[src/rtl/cpc_bus_sequencer.sv]
// CPC CPU bus-cycle sequencer. It owns the master phase counter and the CRTC/PSG
// clock enables. It generates Z80 WAIT_n, decodes NUM_IO I/O channels, each with its
// own extra-wait count, and combines their read data as an open-drain AND.
// Optional feature: define RESYNC_EN to add the resync input. A registered rising
// edge on resync forces the phase back to zero.
module cpc_bus_sequencer #(
    parameter int unsigned PHASES     = 4,
    parameter int unsigned CRTC_PHASE = 0,
    parameter int unsigned PSG_PHASE  = 0,
    parameter int unsigned NUM_IO     = 4,
    parameter int unsigned XW_W       = 3,
    localparam int unsigned PH_W      = $clog2(PHASES)
) (
    input  logic                     clk,
    input  logic                     reset,
    input  logic                     ce_4p,
    input  logic                     ce_4n,
    input  logic                     no_wait,
`ifdef RESYNC_EN
    input  logic                     resync,
`endif
    input  logic                     mreq_n,
    input  logic                     iorq_n,
    input  logic                     rd_n,
    input  logic                     wr_n,
    input  logic                     m1_n,
    input  logic [15:0]              addr,
    input  logic [NUM_IO*16-1:0]     io_base,
    input  logic [NUM_IO*16-1:0]     io_mask,
    input  logic [NUM_IO*XW_W-1:0]   io_xwait,
    input  logic [NUM_IO*8-1:0]      io_rdata,
    output logic [PH_W-1:0]          phase,
    output logic                     ce_crtc,
    output logic                     ce_psg,
    output logic                     wait_n,
    output logic [NUM_IO-1:0]        io_sel,
    output logic                     io_rd,
    output logic                     io_wr,
    output logic                     intack,
    output logic [7:0]               bus_din
);

    typedef enum logic [1:0] {StIdle, StAlign, StXwait, StDone} state_e;

    state_e            state_q, state_d;
    logic [PH_W-1:0]   phase_q, phase_d;
    logic [XW_W-1:0]   cnt_q, cnt_d;
    logic [XW_W-1:0]   xw;
    logic              req;
    logic              align_evt;
    logic              phase_wrap;

`ifdef RESYNC_EN
    logic              resync_q;
    logic              rise_q;
`endif

    assign req        = ~mreq_n | ~iorq_n;
    assign io_rd      = ~(rd_n | iorq_n);
    assign io_wr      = ~(wr_n | iorq_n);
    assign intack     = ~(m1_n | iorq_n);
    assign phase      = phase_q;
    assign phase_wrap = ce_4p & (phase_q == PH_W'(PHASES - 1));
    assign ce_crtc    = ce_4p & (phase_q == PH_W'(CRTC_PHASE));
    // ce_4p wins if both enables are ever high together.
    assign ce_psg     = ce_4n & ~ce_4p & (phase_q == PH_W'(PSG_PHASE));

`ifdef RESYNC_EN
    assign align_evt  = phase_wrap | rise_q;
`else
    assign align_evt  = phase_wrap;
`endif

    // Channel address decode; several channels may match at once.
    always_comb begin
        io_sel = '0;
        for (int i = 0; i < int'(NUM_IO); i++) begin
            io_sel[i] = ~iorq_n & m1_n &
                        ((addr & io_mask[16*i +: 16]) == (io_base[16*i +: 16] & io_mask[16*i +: 16]));
        end
    end

    // Extra-wait count from the lowest-index selected channel (descending scan, last hit wins).
    always_comb begin
        xw = '0;
        for (int i = int'(NUM_IO) - 1; i >= 0; i--) begin
            if (io_sel[i]) xw = io_xwait[XW_W*i +: XW_W];
        end
    end

    // Open-drain read-data combine over selected channels.
    always_comb begin
        bus_din = 8'hFF;
        if (io_rd) begin
            for (int i = 0; i < int'(NUM_IO); i++) begin
                if (io_sel[i]) bus_din = bus_din & io_rdata[8*i +: 8];
            end
        end
    end

    // Phase counter next state; resync (if built) overrides ce_4p.
    always_comb begin
        phase_d = phase_q;
        if (phase_wrap)  phase_d = '0;
        else if (ce_4p)  phase_d = phase_q + PH_W'(1);
`ifdef RESYNC_EN
        if (rise_q)      phase_d = '0;
`endif
    end

    // WAIT FSM next state and wait_n output.
    always_comb begin
        state_d = state_q;
        cnt_d   = cnt_q;
        wait_n  = 1'b1;
        case (state_q)
            StIdle: begin
                wait_n = ~req | ((phase_q == '0) & (xw == '0));
                if (req) begin
                    if (phase_q != '0) begin
                        state_d = StAlign;
                    end else if (xw != '0) begin
                        state_d = StXwait;
                        cnt_d   = xw;
                    end else begin
                        state_d = StDone;
                    end
                end
            end
            StAlign: begin
                wait_n = 1'b0;
                if (!req) begin
                    state_d = StIdle;
                end else if (align_evt) begin
                    if (xw == '0) begin
                        state_d = StDone;
                    end else begin
                        state_d = StXwait;
                        cnt_d   = xw;
                    end
                end
            end
            StXwait: begin
                wait_n = 1'b0;
                if (!req) begin
                    state_d = StIdle;
                end else if (ce_4p) begin
                    cnt_d = cnt_q - XW_W'(1);
                    if (cnt_q == XW_W'(1)) state_d = StDone;
                end
            end
            StDone: begin
                if (!req) state_d = StIdle;
            end
            default: state_d = StIdle;
        endcase
        // Turbo mode overrides every state.
        if (no_wait) begin
            wait_n  = 1'b1;
            state_d = StDone;
        end
    end

    // State, phase and counter registers with synchronous reset.
    always_ff @(posedge clk) begin
        if (reset) begin
            state_q  <= StIdle;
            phase_q  <= '0;
            cnt_q    <= '0;
`ifdef RESYNC_EN
            resync_q <= 1'b0;
            rise_q   <= 1'b0;
`endif
        end else begin
            state_q  <= state_d;
            phase_q  <= phase_d;
            cnt_q    <= cnt_d;
`ifdef RESYNC_EN
            resync_q <= resync;
            rise_q   <= resync & ~resync_q;
`endif
        end
    end

endmodule

[config.mk]
export PLATFORM = sky130hd
export DESIGN_NAME = cpc_bus_sequencer
export DESIGN_NICKNAME = d
export VERILOG_FILES = /design/src/rtl/cpc_bus_sequencer.sv
export SDC_FILE = /design/constraint.sdc
export NUM_CORES = 1
export LEC_CHECK = 0
export BUFFER_PORTS_ARGS = -buffer_cell sky130_fd_sc_hd__buf_2
export CAP_MARGIN = 20
export CORE_AREA = 2 2 84 86
export CTS_BUF_LIST = sky130_fd_sc_hd__clkbuf_4 sky130_fd_sc_hd__clkbuf_8 sky130_fd_sc_hd__clkbuf_16
export CTS_CLUSTER_SIZE = 30
export DETAILED_ROUTE_END_ITERATION = 8
export DIE_AREA = 0 0 86 88
export GPL_ROUTABILITY_DRIVEN = 0
export GPL_TIMING_DRIVEN = 0
export PLACE_DENSITY = 0.7
export SETUP_SLACK_MARGIN = 0.4
export SYNTH_ARGS = -nofsm -noshare
export SYNTH_HDL_FRONTEND = slang
export SYNTH_SLANG_ARGS = --single-unit
export TNS_END_PERCENT = 30
[constraint.sdc]
create_clock -name clk -period 2.85 [get_ports clk]
set_input_delay 0.4275 -clock clk [delete_from_list [all_inputs] [get_ports clk]]
set_output_delay 0.4275 -clock clk [all_outputs]
set_load 0.005 [all_outputs]
==> metrics.md <==
| Metric | Value |
|---|---|
| Status | finished, violations left |
| Violated checks | DRC, setup timing |
| Worst-margin pin slew | 0.552 ns |
| Post-Synthesis Cells | 256 |
| DRC violations left | 1 |
| Maximum operating frequency | 343 MHz |
| Die X | 86 um |
| Flop pwr share | 0.157 |
| Most common cell in the netlist | xor2_1 |
| GR Overflow Total | 0 |
| RSZ-0062 raised after global routing | yes |
| Final cell count without fillers | 574 |
| Worst min path class | input pin to register |
| Die area | 0.00757 mm^2 |
| Core Area | 0.00664 mm^2 |
| Synth top area share | 0.302 |
| Sw frac | 0.387 |
| WL per Instance | 16.5 um |
| Post-Syn Area | 0.00186 mm^2 |
| Number of global-route vias before repair | 2,772 |
| # diodes | 0 |
| DRT Wirelength | 9470 um |
| Hold_ws | 0.513 ns |
| WP data arrival | 2.49 ns |
| Power density cells | 216 mW/mm^2 |
| Chip height | 88 um |
| Startpoint type of the worst setup path | input pin |
| Fin. max-slew vios | 0 |
| Peak supply drop | 0.0975 mV |
| Antenna Nets Post-Route | 0 |
| Share of cells above drive strength 1 | 0.585 |
| Crit path kind | input pin to output port |
| Count of input and output buffers | 216 |
| Synth warnings | 0 |
| Placed cells | 552 |
| CTS H-tree lvls | 1 |
| Synthesis-to-finish area growth | 93.3% |
| Final period utilization | 1.02 |
| Std cell rows | 30 |
| Post-synth top cells | xor2_1, a22oi_1, inv_1, o22ai_1, nor2_1 |
| Total CTS buffers | 3 |
| Post-Syn Nets | 464 |
| Ys async rst share | 0 |
| CP Max Fanout | 5 |
| Syn avg cell area | 7.26 um^2 |
| Netlist cell types | 39 |
| #FFs+latches synth | 7 |
| Top cells by area, synth | xor2_1, a22oi_1, dfxtp_1, ha_1, o22ai_1 |
| Seq/Total Area, Yosys | 0.0754 |
| CTS sink cnt | 7 |
| Worst setup margin | -0.0648 ns |
| Pin count of the biggest net entering global routing | 11 |
| Internal | 0.000475 W |
| Clk Tree Root Cell | clkbuf_8 |
| Combinational Power Share | 0.646 |
| Overall power | 0.000775 W |
| # nets final | 703 |
| Skew final | 0.00341 ns |
| Worst setup EP type | output port |
| Synth area leader | xor2_1 |
| Pre-CTS WS | -0.341 ns |
| Switch Pwr | 0.000300 W |
| Maxcap violations | 0 |
| Initial drt markers | 74 |
| Primary FF master, synth | dfxtp_1 |
| Total track usage | 0.229 |
| Bufs on Longest Clock Path | 2 |
| Clock power frac | 0.197 |
| Leakage | 1.86 nW |
| Initial antenna violation count | 0 |
| Starting density of the core | 0.280 |
| Fin. Hold Viols | 0 |
| Post-detail-place hpwl | 7810 um |
| IO Count | 218 |
| Crit path required time | 2.42 ns |
| Max_slew headroom | 0.631 |
| Setup TNS Final | -0.0868 ns |
| Clk slew on worst S/H paths | 0.04 ns |
| DRT Pass-1 Iters | 6 |
| Final Setup Violations | 2 |
| CTS tree | built |
| Min Clock Period, post-route | 2.91 ns |
| Via Count | 2,875 |
| Clock Latency Late Sink | 0.23 ns |
| Vias per std cell | 5.01 |
| Post-synth EDFFs | 0 |
| First-pass GRT wire length | 13,400 um |
-- placed cells by master, fill, tap and decap left out, types with 2 or more instances in the layout --
cell,count
nor2b_1,5
buf_8,5
inv_1,16
a21oi_2,2
o22ai_2,8
nand2_1,8
a222oi_1,2
clkbuf_8,3
a22oi_2,3
mux2i_1,3
nand3b_1,2
o22ai_1,10
a22oi_1,23
nor4_2,2
nor3b_1,2
o31ai_2,2
nand3_1,3
and4_1,2
and3_1,2
nand4_1,2
xor2_1,59
nor2_1,15
ha_1,10
o21ai_0,4
buf_2,204
dfxtp_1,7
a21oi_1,12
or3_4,3
a211oi_1,2
buf_6,11
xor2_2,5
buf_4,18
o21ai_1,7
nand3_2,3
nor3_1,2
o21ai_2,3
-- through the flow --
stage          area, um^2   util
2_1_floorplan        1870      -
3_3_place_gp         3060  0.460
3_5_place_dp         3060  0.460
4_1_cts              3310  0.498
5_1_grt              3590  0.540
6_report             3590  0.540
-- kinds of logic after synthesis --
group                    Yosys count  synth area share
flip-flops                         7            0.0754
buffers and inverters             25            0.0606
adder cells (fa/ha/maj)           10            0.0673
AND/OR/NAND/NOR                   60             0.169
AO/OA/AOI/OAI                     87             0.310
XOR/XNOR                          64             0.302
multiplexers                       3            0.0162
-- timing repair --
| action | in CTS | in global routing |
|---|---|---|
| hold buffers | 0 | 0 |
| gates cloned | 1 | 0 |
| buffers inserted | 8 | 9 |
| gates resized for setup | 37 | 51 |
| endpoints found under the setup margin | 14 | 14 |
| pin swaps | 12 | 27 |
-- power by group through the flow --
stage	clock network [W]	registers [W]	logic [W]
6_report	0.000153	0.000122	0.000500
3_3_place_gp	0	0.000122	0.000431
4_1_cts	0.000156	0.000122	0.000467
2_1_floorplan	0	0.000120	0.000216
5_1_grt	0.000165	0.000123	0.000544
3_5_place_dp	0	0.000123	0.000440
-- state kept, by name, summed over array words and instances (netlist names) --
| signal | flops |
|---|---|
| cnt_q | 3 |
| phase | 2 |
| state_q | 2 |
-- layer usage --
| layer | share of wire | routed length (um) | vias up | track usage |
|---|---|---|---|---|
| li1 | - | - | 1411 | - |
| met4 | 0.013 | 125 | 0 | 0.0462 |
| met1 | 0.38 | 3580 | 1295 | 0.258 |
| met5 | 0 | 0 | - | 0 |
| met3 | 0.077 | 733 | 11 | 0.0424 |
| met2 | 0.53 | 5030 | 158 | 0.446 |
-- final timing paths --
kind,slack (ns),startpoint,cells past startpoint,end
max reg2reg,0.50,state_q[0]$_SDFFE_PP0P_,10,cnt_q[2]$_SDFFE_PP0P_
max,-0.06,addr[11],13,wait_n
min reg2reg,0.54,cnt_q[1]$_SDFFE_PP0P_,2,cnt_q[1]$_SDFFE_PP0P_
min,0.51,no_wait,3,state_q[0]$_SDFFE_PP0P_
-- worst max-delay path, cell delays in order --
cell     delay (ns)
buf_8          0.11
xor2_1         0.16
a22oi_1        0.23
nand4_1        0.19
or3_4          0.36
buf_6          0.14
buf_8          0.13
a21oi_4        0.12
o31ai_2        0.10
o211a_4        0.16
a21oi_2        0.15
o21ai_2        0.08
buf_2          0.13
-- area by class of cell --
cell class              instances  area [um^2]
inverters                      18         77.6
fillers                       628         3050
clock buffers                   4         48.8
multi-input cells             224         1830
plain buffers                   7         68.8
repair buffers                234         1320
well taps                      80          100
flip-flops and latches          7          140
(Power assumes the default switching activity.)
